**config.mk**
```make
export PLATFORM = sky130hd
export DESIGN_NAME = mc_price_engine
export DESIGN_NICKNAME = d
export VERILOG_FILES = /design/src/rtl/mc_price_pkg.sv /design/src/rtl/mc_payoff_pipe.sv /design/src/rtl/mc_price_engine.sv
export SDC_FILE = /design/constraint.sdc
export NUM_CORES = 2
export LEC_CHECK = 0
export ABC_AREA = 1
export CAP_MARGIN = 10
export CORE_ASPECT_RATIO = 1.4
export CORE_MARGIN = 1.5
export CORE_UTILIZATION = 35
export CTS_CLUSTER_SIZE = 28
export DETAILED_ROUTE_END_ITERATION = 6
export PLACE_DENSITY = 0.61
export SYNTH_ARGS = -nofsm -noshare
export SYNTH_HDL_FRONTEND = slang
export SYNTH_SLANG_ARGS = --single-unit
```
**constraint.sdc**
```tcl
create_clock -name clk -period 21 [get_ports clk]
set_clock_uncertainty 0.1 [all_clocks]
set_input_delay 4.2 -clock clk [delete_from_list [all_inputs] [get_ports clk]]
set_output_delay 4.2 -clock clk [all_outputs]
set_load 0.01 [all_outputs]
```
**src/rtl/mc_price_pkg.sv**
```systemverilog
// -----------------------------------------------------------------------------
// mc_price_pkg
// Shared definitions for the Monte-Carlo option price engine:
//   - state_t     : run-control FSM encoding (IDLE, RUN, DRAIN, DONE)
//   - DEF_*       : default parameter values for the engine
//   - PIPE_LAT    : sample-to-accumulator latency in cycles
// -----------------------------------------------------------------------------
package mc_price_pkg;

    typedef enum logic [1:0] {
        IDLE  = 2'd0,
        RUN   = 2'd1,
        DRAIN = 2'd2,
        DONE  = 2'd3
    } state_t;

    localparam int DEF_SAMPLE_W  = 11;
    localparam int DEF_VAL_W     = 16;
    localparam int DEF_LOG_PATHS = 10;
    localparam int DEF_FRAC      = 8;

    // Accepted sample -> stage 1 -> stage 2 -> accumulator.
    localparam int PIPE_LAT = 3;

endpackage

```
**src/rtl/mc_payoff_pipe.sv**
```systemverilog
// -----------------------------------------------------------------------------
// mc_payoff_pipe
// Two registered stages turning one normal sample into one path payoff.
//   stage 1 : d   = (sigma * z) >>> FRAC                 (signed, floor)
//   stage 2 : S_T = se + ((se * d) >>> FRAC), saturated to [0, 2^VAL_W-1]
//   output  : payoff = max(S_T-K,0) (call) or max(K-S_T,0) (put), combinational
//             from the stage-2 register.
// Ports:
//   clk, nreset      clock, async active-low reset (clears stage valids)
//   i_valid, i_z     sample strobe and signed sample
//   i_sigma, i_se,   run constants (held stable by the caller during a run)
//   i_kert, i_put
//   o_valid          payoff valid (one cycle per accepted sample, 2 cycles later)
//   o_payoff         path payoff
//   o_sat            S_T of this path was saturated
// -----------------------------------------------------------------------------
module mc_payoff_pipe #(
    parameter int SAMPLE_W = 11,
    parameter int VAL_W    = 16,
    parameter int FRAC     = 8
) (
    input  logic                clk,
    input  logic                nreset,
    input  logic                i_valid,
    input  logic [SAMPLE_W-1:0] i_z,
    input  logic [VAL_W-1:0]    i_sigma,
    input  logic [VAL_W-1:0]    i_se,
    input  logic [VAL_W-1:0]    i_kert,
    input  logic                i_put,
    output logic                o_valid,
    output logic [VAL_W-1:0]    o_payoff,
    output logic                o_sat
);

    // Widths large enough that no product or sum is ever truncated.
    localparam int D_W = VAL_W + SAMPLE_W + 1;
    localparam int P_W = VAL_W + 1 + D_W;
    localparam int S_W = P_W + 1;

    logic signed [D_W-1:0] w_sig_s, w_z_s, w_prod1, w_d;
    logic signed [P_W-1:0] w_se_p, w_d_p, w_prod2, w_term;
    logic signed [S_W-1:0] w_st;
    logic [VAL_W-1:0]      w_st_sat;
    logic                  w_sat;

    logic                  r_v1, r_v2;
    logic signed [D_W-1:0] r_d;
    logic [VAL_W-1:0]      r_st;
    logic                  r_sat;

    assign w_sig_s = $signed({{(D_W-VAL_W){1'b0}}, i_sigma});
    assign w_z_s   = $signed({{(D_W-SAMPLE_W){i_z[SAMPLE_W-1]}}, i_z});
    assign w_prod1 = w_sig_s * w_z_s;
    assign w_d     = w_prod1 >>> FRAC;

    assign w_se_p  = $signed({{(P_W-VAL_W){1'b0}}, i_se});
    assign w_d_p   = $signed({{(P_W-D_W){r_d[D_W-1]}}, r_d});
    assign w_prod2 = w_se_p * w_d_p;
    assign w_term  = w_prod2 >>> FRAC;
    assign w_st    = $signed({w_term[P_W-1], w_term}) +
                     $signed({{(S_W-VAL_W){1'b0}}, i_se});

    // Negative -> 0, anything above the VAL_W range -> all ones.
    always_comb begin
        w_st_sat = w_st[VAL_W-1:0];
        w_sat    = 1'b0;
        if (w_st[S_W-1]) begin
            w_st_sat = '0;
            w_sat    = 1'b1;
        end else if (|w_st[S_W-2:VAL_W]) begin
            w_st_sat = '1;
            w_sat    = 1'b1;
        end
    end

    always_ff @(posedge clk or negedge nreset) begin
        if (!nreset) begin
            r_v1  <= 1'b0;
            r_v2  <= 1'b0;
            r_d   <= '0;
            r_st  <= '0;
            r_sat <= 1'b0;
        end else begin
            r_v1 <= i_valid;
            r_v2 <= r_v1;
            if (i_valid) r_d <= w_d;
            if (r_v1) begin
                r_st  <= w_st_sat;
                r_sat <= w_sat;
            end
        end
    end

    always_comb begin
        o_payoff = '0;
        if (i_put) begin
            if (i_kert > r_st) o_payoff = i_kert - r_st;
        end else begin
            if (r_st > i_kert) o_payoff = r_st - i_kert;
        end
    end

    assign o_valid = r_v2;
    assign o_sat   = r_sat;

endmodule

```
**src/rtl/mc_price_engine.sv**
```systemverilog
// -----------------------------------------------------------------------------
// mc_price_engine
// Monte-Carlo European option pricer. A start in IDLE latches the run
// constants, then 2^LOG_PATHS normal samples are accepted over a valid/ready
// handshake, each mapped to a payoff and summed; the average is published.
// Handshake: a sample transfers on a rising edge where z_valid && z_ready;
// z_ready depends only on state, never on z_valid.
// Ports:
//   clk, nreset                 clock, async active-low reset
//   start, mode_put             run request (IDLE only), 0=call / 1=put
//   KerT, Se05sigmaT, sigmaSqrtT run constants, latched on accepted start
//   z_valid, z, z_ready         sample stream
//   busy                        RUN, DRAIN or DONE
//   done                        one-cycle pulse when price is updated
//   price                       averaged payoff of last completed run
//   clamped                     some S_T of the run was saturated
// -----------------------------------------------------------------------------
module mc_price_engine
    import mc_price_pkg::*;
#(
    parameter int SAMPLE_W  = DEF_SAMPLE_W,
    parameter int VAL_W     = DEF_VAL_W,
    parameter int LOG_PATHS = DEF_LOG_PATHS,
    parameter int FRAC      = DEF_FRAC
) (
    input  logic                clk,
    input  logic                nreset,
    input  logic                start,
    input  logic                mode_put,
    input  logic [VAL_W-1:0]    KerT,
    input  logic [VAL_W-1:0]    Se05sigmaT,
    input  logic [VAL_W-1:0]    sigmaSqrtT,
    input  logic                z_valid,
    input  logic [SAMPLE_W-1:0] z,
    output logic                z_ready,
    output logic                busy,
    output logic                done,
    output logic [VAL_W-1:0]    price,
    output logic                clamped
);

    localparam int ACC_W = VAL_W + LOG_PATHS;

    state_t               r_state;
    logic [LOG_PATHS-1:0] r_cnt;
    logic [1:0]           r_drain;
    logic                 r_put;
    logic [VAL_W-1:0]     r_kert, r_se, r_sigma;
    logic [ACC_W-1:0]     r_acc;
    logic                 r_busy, r_z_ready, r_done, r_clamped;
    logic [VAL_W-1:0]     r_price;

    logic                 w_hs, w_pay_valid, w_sat;
    logic [VAL_W-1:0]     w_payoff;

    assign w_hs = z_valid && r_z_ready;

    mc_payoff_pipe #(
        .SAMPLE_W (SAMPLE_W),
        .VAL_W    (VAL_W),
        .FRAC     (FRAC)
    ) u_pipe (
        .clk      (clk),
        .nreset   (nreset),
        .i_valid  (w_hs),
        .i_z      (z),
        .i_sigma  (r_sigma),
        .i_se     (r_se),
        .i_kert   (r_kert),
        .i_put    (r_put),
        .o_valid  (w_pay_valid),
        .o_payoff (w_payoff),
        .o_sat    (w_sat)
    );

    always_ff @(posedge clk or negedge nreset) begin
        if (!nreset) begin
            r_state   <= IDLE;
            r_cnt     <= '0;
            r_drain   <= '0;
            r_put     <= 1'b0;
            r_kert    <= '0;
            r_se      <= '0;
            r_sigma   <= '0;
            r_acc     <= '0;
            r_busy    <= 1'b0;
            r_z_ready <= 1'b0;
            r_done    <= 1'b0;
            r_price   <= '0;
            r_clamped <= 1'b0;
        end else begin
            // Payoffs arrive during RUN and DRAIN; the pipe is empty otherwise.
            if (w_pay_valid) begin
                r_acc <= r_acc + {{LOG_PATHS{1'b0}}, w_payoff};
                if (w_sat) r_clamped <= 1'b1;
            end
            case (r_state)
                IDLE: begin
                    if (start) begin
                        r_put     <= mode_put;
                        r_kert    <= KerT;
                        r_se      <= Se05sigmaT;
                        r_sigma   <= sigmaSqrtT;
                        r_acc     <= '0;
                        r_cnt     <= '0;
                        r_clamped <= 1'b0;
                        r_busy    <= 1'b1;
                        r_z_ready <= 1'b1;
                        r_state   <= RUN;
                    end
                end
                RUN: begin
                    if (w_hs) begin
                        r_cnt <= r_cnt + 1'b1;
                        if (r_cnt == '1) begin
                            r_z_ready <= 1'b0;
                            r_drain   <= '0;
                            r_state   <= DRAIN;
                        end
                    end
                end
                DRAIN: begin
                    // Last payoff lands in the accumulator at the end of the
                    // second DRAIN cycle, so the third can publish it.
                    if (r_drain == 2'(PIPE_LAT - 1)) begin
                        r_price <= r_acc[ACC_W-1:LOG_PATHS];
                        r_done  <= 1'b1;
                        r_state <= DONE;
                    end else begin
                        r_drain <= r_drain + 1'b1;
                    end
                end
                DONE: begin
                    r_done  <= 1'b0;
                    r_busy  <= 1'b0;
                    r_state <= IDLE;
                end
                default: r_state <= IDLE;
            endcase
        end
    end

    assign z_ready = r_z_ready;
    assign busy    = r_busy;
    assign done    = r_done;
    assign price   = r_price;
    assign clamped = r_clamped;

endmodule

```
==> results.md <==
- DP Area: 29920 sq um
- Clock-pin transition on the worst setup and hold timing paths: 0.06 ns
- Gr usage total: 18.50%
- Status: finished, final reports clean
- Final Setup Violations: 0
- Setup Buffers After CTS: 0
- RSZ-0062 raised after global routing: false
- Crit-path max cell delay: 0.87 ns
- Hold endpoint: u_pipe.o_valid
- H-tree Lvls: 4
- Placed cells: 4799
- Crit path launch type: primary input
- Slew headroom: 25.10%
- Slowest-stage cell, CP: clkdlybuf4s50_1
- Core area: 80030 sq um
- Hold path start: u_pipe.r_v1
- WHS: 0.3377 ns
- Worst-path cell chain: clkdlybuf4s50_1 > nand2_1 > fa_1 > inv_1 > fa_1 > inv_1 > fa_1 > inv_1 > fa_1 > fa_1 > ha_1 > a21oi_1 > o21ai_0 > a21oi_1 > inv_1 > a21oi_1 > inv_1 > nand3_1 > nand2_1 > a21o_1 > or2_2 > nand3_1 > nand2_1
- CP Buf/Inv Count: 6
- Critical Path AT: 9.92 ns
- Full die area: 82290 sq um
- Fin nets: 4507
- TNS Setup: 0 ns
- Max-cap viol count: 0
- Share of layout cells above drive strength 1: 2.973%
- Synthesized area: 28190 sq um
- HPWL Detailed: 58.26 mm
- Number of synthesized register bits: 148
- Synth Net Count: 4530
- Wire per inst: 14.96 um
- Routed Antenna Nets: 0
- Pin count of the biggest net entering global routing: 80
- Initial core utilization: 35.23%
- Flop2flop setup slack: 12.49 ns
- R2r endpoint: u_pipe.r_st[15]
- Ys flop type: dfrtp_1
- Global-route wire length before repair: 121.8 mm
- Root Buffer: clkbuf_16
- Hold depth: 0
- Avg Vias per Cell: 4.697
- CP required: 21.27 ns
- Syn Area/Cell: 7.460 sq um
- Crit path capture type: flop
- Slew @ Worst Pin: 1.123 ns
- Number of buffers created by CTS: 17
- Cell Rows: 123
- Layout area overhead: 8.193%
- R2R depth: 31
- Final Critical Period: 9.645 ns
- Final Instance Count excl. Fillers: 4829
- Crit path kind: in2reg
- Placer Congestion: 0.9366
- Post-synth EDFFs: 0
- Initial antenna violation count: 0
- Antenna cells: 0
- R2R Path Start: r_se[2]
- Fin. Hold Viols: 0
- First-iteration detailed-routing DRC count: 1115
- DIE HEIGHT: 338.8 um
- Hold WC Path Type: reg2reg
- CTS resizes: 0
- Remaining DRCs: 0
- CTS tree: yes
- Synth Instances: 3779
- Ys Warns: 0
- Initial DRT Pass Iterations: 5
- Clock buffer depth: 2
- Achievable Freq: 103.7 MHz
- Crit path depth: 23
- Vias in the first global route: 24.46k
- Sequential fraction of the synthesis area: 13.14%
- Crit share post-route: 45.93%
- Routed WL: 72.23 mm
- Clock latency on the worst-skew pair: 0.50 ns
- DR vias: 22.68k
- CP delay by family, top: adder cells
- Slew Limit Fails: 0
- Cts hold-fix bufs: 0
- Number of distinct library cells after synthesis: 48
- Worst Path Max Fanout: 16
- Async SR Flop Fraction: 100.0%
- Grt total ovfl: 0
- I/O Pins: 84
- Clk sinks: 148
- Design area: 30500 sq um
- IO Port Bufs: 83
- Die X: 242.9 um
==> Yosys cell counts, types with 4 or more instances <==
cell	instances	area, sq um
a211oi_1	5	37.54
a21boi_0	7	52.55
a21o_1	5	37.54
a21oi_1	140	700.7
a31oi_1	14	87.58
and3_1	4	25.02
clkbuf_1	135	506.7
dfrtp_1	148	3704
fa_1	447	8949
ha_1	240	3003
inv_1	978	3671
inv_2	13	48.80
nand2_1	1078	4046
nand2_2	8	50.05
nand3_1	81	405.4
nand4_1	25	156.4
nor2_1	120	450.4
nor2_2	8	50.05
nor2_4	8	90.09
nor3_1	22	110.1
o211ai_1	7	52.55
o21ai_0	112	560.5
o21ai_1	7	35.03
o21bai_1	12	90.09
o22ai_1	15	93.84
or2_2	20	125.1
xnor2_1	38	332.8
xor2_1	47	411.6
==> metrics by stage <==
stage	worst slack, ns	utilization [%]
6_report	11.35	38.11
5_1_grt	10.82	38.11
4_1_cts	11.34	38.11
3_5_place_dp	10.82	37.38
3_3_place_gp	10.93	37.38
2_1_floorplan	11.75	-
==> cells in the final DEF (no fill, tap or decap), types with 5 or more instances in the layout <==
cell             netlist  final
ha_1                 240    240
nor3_1                22     22
o21bai_1              12     12
clkbuf_16              0     17
or2_2                 20     20
o21ai_1                7      7
o22ai_1               15     15
o211ai_1               7      7
buf_4                  2     15
nand3_1               81     81
a21o_1                 5      5
xor2_1                47     47
nand2_2                8      9
a21boi_0               7      7
xnor2_1               38     38
inv_2                 13     13
nand4_1               25     25
o21ai_0              112    112
clkdlybuf4s50_1        0     82
nor2_4                 8      8
inv_1                978    978
nand2_1             1078   1077
nor2_1               120    120
dfrtp_1              148    148
a21oi_1              140    140
a31oi_1               14     14
a211oi_1               5      5
fa_1                 447    447
nor2_2                 8      8
==> worst max-delay path by stage <==
stage | start | to
final | z[2] | u_pipe.r_d[15]
after global routing | z[2] | u_pipe.r_d[14]
after global placement | z[2] | u_pipe.r_d[14]
after detailed placement | z[2] | u_pipe.r_d[14]
after CTS | z[2] | u_pipe.r_d[14]
after floorplan | z[3] | u_pipe.r_d[15]
==> layer usage <==
layer	global-route usage, %	share of wire, %	up-vias
met5	0	0	-
met4	6.690	3.3	0
met3	2.027	2.5	121
met2	35.60	54	353
met1	20.72	40	11180
li1	-	-	11030
==> cell families (layout without fill, tap and decap cells) <==
logic type | after synthesis | after routing | share of synthesized area (%)
AO/OA/AOI/OAI | 336 | 336 | 6.568
AND/OR/NAND/NOR | 1390 | 1390 | 20.08
adder cells (fa/ha/maj) | 687 | 687 | 42.39
XOR/XNOR | 85 | 85 | 2.641
flip-flops | 148 | 148 | 13.14
buffers and inverters | 1133 | 1121 | 15.18
==> flip-flops by register name, summed over array words and instances, names as in the netlist, 2 cells and up <==
signal,cells
r_drain,2
r_se,16
r_acc,26
u_pipe.r_d,20
r_sigma,16
r_cnt,10
price,16
r_state,2
r_kert,16
u_pipe.r_st,16
==> cell type report <==
cell class              instances  area [sq um]
clock inverters                 8         101.3
repair buffers                 98         944.7
well taps                    1062          1329
inverters                     993          3727
multi-input cells            2498         20210
clock buffers                  22         484.2
fillers                      8402         49530
flip-flops and latches        148          3704
Power is not shown: default switching activity piles up to over one toggle a cycle in this logic, so the estimate is an artifact.
